<file path="config.mk">
export PLATFORM = sky130hd
export DESIGN_NAME = mem_port_arbiter
export DESIGN_NICKNAME = d
export VERILOG_FILES = /design/src/rtl/mem_port_arbiter.sv
export SDC_FILE = /design/constraint.sdc
export NUM_CORES = 1
export LEC_CHECK = 0
export CORE_AREA = 2 2 108 110
export DETAILED_ROUTE_END_ITERATION = 12
export DIE_AREA = 0 0 110 112
export MAX_ROUTING_LAYER = met4
export PLACE_DENSITY_LB_ADDON = 0.2
export SETUP_SLACK_MARGIN = 0.15
export SLEW_MARGIN = 20
export SYNTH_ARGS = -nofsm -noshare
export SYNTH_HDL_FRONTEND = slang
export SYNTH_SLANG_ARGS = --single-unit
</file>
<file path="constraint.sdc">
create_clock -name clk -period 2.96 [get_ports clk]
set_input_delay 0.74 -clock clk [delete_from_list [all_inputs] [get_ports clk]]
set_output_delay 0.74 -clock clk [all_outputs]
set_load 0.02 [all_outputs]
</file>
<file path="src/rtl/mem_port_arbiter.sv">
// Single-port unified memory arbiter between instruction fetch and the MEM stage.
// Optional fetch starvation guard enabled by defining MEM_ARB_STARVE_GUARD_EN.
module mem_port_arbiter #(
  parameter int unsigned STARVE_LIMIT = 4
) (
  input  logic        clk,
  input  logic        reset_n,
  input  logic        if_req,
  input  logic [31:0] if_addr,
  input  logic        if_kill,
  output logic        if_stall,
  output logic        if_rvalid,
  output logic [31:0] if_rdata,
  input  logic        dm_req,
  input  logic        dm_we,
  input  logic [3:0]  dm_be,
  input  logic [31:0] dm_addr,
  input  logic [31:0] dm_wdata,
  output logic        dm_stall,
  output logic        dm_rvalid,
  output logic [31:0] dm_rdata,
  output logic        mem_en,
  output logic        mem_we,
  output logic [3:0]  mem_be,
  output logic [31:0] mem_addr,
  output logic [31:0] mem_wdata,
  input  logic [31:0] mem_rdata
);

  typedef enum logic [1:0] {
    OWN_NONE = 2'd0,
    OWN_IF   = 2'd1,
    OWN_DM   = 2'd2
  } owner_e;

  owner_e owner_q, owner_d;
  logic   if_gnt, dm_gnt, starve_trip;

`ifdef MEM_ARB_STARVE_GUARD_EN
  logic [2:0] starve_cnt_q, starve_cnt_d;

  assign starve_trip = ({29'd0, starve_cnt_q} >= STARVE_LIMIT);

  // Saturating count of consecutive cycles fetch wanted the port and lost it.
  always_comb begin
    starve_cnt_d = starve_cnt_q;
    if (!if_req || if_gnt)
      starve_cnt_d = 3'd0;
    else if (starve_cnt_q != 3'd7)
      starve_cnt_d = starve_cnt_q + 3'd1;
  end

  always_ff @(posedge clk or negedge reset_n) begin
    if (!reset_n) starve_cnt_q <= 3'd0;
    else          starve_cnt_q <= starve_cnt_d;
  end
`else
  // Strict data priority; the limit only matters when the guard is built.
  assign starve_trip = 1'b0 & (STARVE_LIMIT != 0);
`endif

  always_comb begin
    if_gnt = 1'b0;
    dm_gnt = 1'b0;
    if (reset_n) begin
      if (dm_req && !(if_req && starve_trip)) dm_gnt = 1'b1;
      else if (if_req)                        if_gnt = 1'b1;
    end
  end

  assign if_stall = reset_n & if_req & ~if_gnt;
  assign dm_stall = reset_n & dm_req & ~dm_gnt;

  always_comb begin
    mem_en    = 1'b0;
    mem_we    = 1'b0;
    mem_be    = 4'h0;
    mem_addr  = 32'd0;
    mem_wdata = 32'd0;
    owner_d   = OWN_NONE;
    if (dm_gnt) begin
      mem_en    = 1'b1;
      mem_we    = dm_we;
      mem_be    = dm_we ? dm_be : 4'hF;
      mem_addr  = dm_addr;
      mem_wdata = dm_wdata;
      if (!dm_we) owner_d = OWN_DM;
    end else if (if_gnt) begin
      mem_en   = 1'b1;
      mem_be   = 4'hF;
      mem_addr = if_addr;
      // A killed fetch still reads memory; only its response is suppressed.
      if (!if_kill) owner_d = OWN_IF;
    end
  end

  always_ff @(posedge clk or negedge reset_n) begin
    if (!reset_n) owner_q <= OWN_NONE;
    else          owner_q <= owner_d;
  end

  assign if_rvalid = (owner_q == OWN_IF);
  assign dm_rvalid = (owner_q == OWN_DM);
  assign if_rdata  = if_rvalid ? mem_rdata : 32'd0;
  assign dm_rdata  = dm_rvalid ? mem_rdata : 32'd0;

endmodule

</file>
==> summary.md <==
| Metric | Value |
|---|---|
| Num CTS Buffers | `3` |
| Final WL | `8850 µm` |
| Met3 Use GR | `0.0304` |
| Worst hold slack | `0.547 ns` |
| Status | `finished clean` |
| Via density | `4.10` |
| Max-cap violations | `0` |
| Final period utilization | `0.932` |
| Largest register FFs | `2` |
| CTS tree | `done` |
| CTS H-tree depth | `1` |
| Per-cell routed wire length | `15.1 µm` |
| Largest reg by FF count | `owner_q` |
| Worst vdd ir | `142 µV` |
| CORE AREA | `11200 µm²` |
| CP max FO | `13` |
| Sequential cell area fraction in the yosys report | `0.0410` |
| Global routing's busiest layer | `met2` |
| GP Congestion | `0.873` |
| Slew Limit Fails | `0` |
| Unrepaired setup endpoints after global routing | `no` |
| Crit path from | `if_req` |
| Clk slew on worst S/H paths | `0.03 ns` |
| Final setup violation count | `0` |
| CP Capture Type | `output pin` |
| Syn Inst Count | `171` |
| Die X-Extent | `110 µm` |
| Num ports | `276` |
| Post-DP Area | `4160 µm²` |
| Initial antenna violation count | `0` |
| Fin nets | `582` |
| Via count | `2401` |
| Post-DRT Antenna Nets | `0` |
| # rows | `39` |
| Layout area overhead | `238%` |
| Clock Path Buffers | `2` |
| Placed instance count | `579` |
| Largest registers | `owner_q x2` |
| Avg Synthesized Cell Area | `7.14 µm²` |
| GR Util met1 | `0.154` |
| Initial Utilization | `0.109` |
| Hold-fix buffers, CTS | `0` |
| Vias in the first global route | `2522` |
| DR pass1 iterations | `4` |
| Nature of the critical path startpoint | `primary input` |
| Fin. Hold Viols | `0` |
| CP required | `2.22 ns` |
| Crit path time final | `2.76 ns` |
| GR Util met2 | `0.231` |
| Hold WC Path Type | `in2async` |
| CP arrival | `2.02 ns` |
| Die height | `112 µm` |
| Die ar. | `12300 µm²` |
| Fin Setup TNS | `0 ns` |
| Total clock sinks | `2` |
| Proportion of layout cells with a drive suffix above 1 | `0.140` |
| DP HPWL | `7380 µm` |
| Post-route worst setup slack | `0.202 ns` |
| I/O Buffers | `274` |
| Final instance area | `4130 µm²` |
| Leakage Power | `1.88 nW` |
| Drt first-iter violations | `125` |
| Distinct cell type count after synthesis | `14` |
| Pin count of the biggest net entering global routing | `34` |
| Syn_nets | `309` |
| Total track usage | `0.134` |
| Layout Cells excl Fill | `585` |
| Total power | `0.745 mW` |
| Fmax | `363 MHz` |
| Global-route wire length before repair | `12500 µm` |
| Most common library cell in the layout ignoring fill and taps | `clkdlybuf4s50_1` |
| Post-route DRC | `0` |
| Crit Path Category | `in2out` |
| N_diodes | `0` |
| Mapped Area | `1220 µm²` |
| Dpl ws | `-0.247 ns` |
| Final Util | `0.369` |
| Synth Register Bits | `2` |
| Synth warn | `0` |
| Grt ovf | `0` |
| Highest-count cells in the layout ignoring fill and taps | `clkdlybuf4s50_1, and2_1, and3_1, dlygate4sd2_1, a32o_1` |
| Root Driver | `clkbuf_16` |
| Power per cell area | `180 nW/µm²` |
==> layer usage <==
layer | wire length, µm | vias to the layer above | part of all wire
met5 | 0 | - | 0
met4 | 47 | 0 | 0.0053
met3 | 1010 | 2 | 0.11
met2 | 4220 | 166 | 0.48
met1 | 3560 | 1067 | 0.40
li1 | - | 1166 | -
==> Yosys cell counts <==
cell type | number | area share
buf_4 | 1 | 0.0061
o21a_1 | 5 | 0.031
a32o_1 | 32 | 0.26
and2_1 | 64 | 0.33
buf_6 | 5 | 0.046
nand2_1 | 1 | 0.0031
nor2b_1 | 4 | 0.020
and3_1 | 34 | 0.17
and3b_1 | 1 | 0.0072
and2_4 | 1 | 0.0072
clkbuf_1 | 11 | 0.034
buf_2 | 9 | 0.037
dfrtp_1 | 2 | 0.041
conb_1 | 1 | 0.0031
==> cell type report <==
type	instances	area (µm²)
fill	1191	7050
timing repair buffer	294	2790
multi-input combinational	143	1030
tap	143	179
clock buffer	3	75.1
sequential	2	50.0
==> critical path, cell delays in order <==
cell             delay (ns)
clkdlybuf4s50_1        0.42
nor2b_4                0.14
buf_12                 0.14
buf_16                 0.14
a32o_1                 0.27
buf_4                  0.16
==> report_power, final <==
part | total, mW | internal [mW] | leakage (nW) | switching, mW
Clock | 0.203 | 0.172 | 0.0370 | 0.0314
Sequential | 0.0289 | 0.0284 | 0.0272 | 0.000498
Combinational | 0.513 | 0.301 | 1.81 | 0.211
Total | 0.745 | 0.502 | 1.88 | 0.243
==> path summary, 6_finish.rpt <==
| path | end | slack (ns) | depth (start not counted) |
|---|---|---|---|
| worst max-delay path | mem_addr[25] | 0.20 | 6 |
| worst min-delay path | owner_q[0]$_DFF_PN0_ | 0.55 | 2 |
| max in group asynchronous | owner_q[1]$_DFF_PN0_ | 2.20 | 2 |
| min in group clk | owner_q[0]$_DFF_PN0_ | 1.12 | 3 |
==> kinds of logic (layout without fill, tap and decap cells) <==
| family | count (synthesis) | count (layout) | share of synthesized area |
|---|---|---|---|
| and+or+nand+nor | 105 | 105 | 0.540 |
| AOI/OAI and AO/OA | 37 | 37 | 0.293 |
| buffers and inverters | 26 | 297 | 0.123 |
| DFF | 2 | 2 | 0.0410 |
| other | 1 | 1 | 0.00307 |
==> timing repair <==
item	CTS	global route
gates resized for setup	147	13
buffers inserted	1	0
cloned	2	0
setup endpoints to repair	71	12
Note: power is estimated with default switching activity, not from simulation.
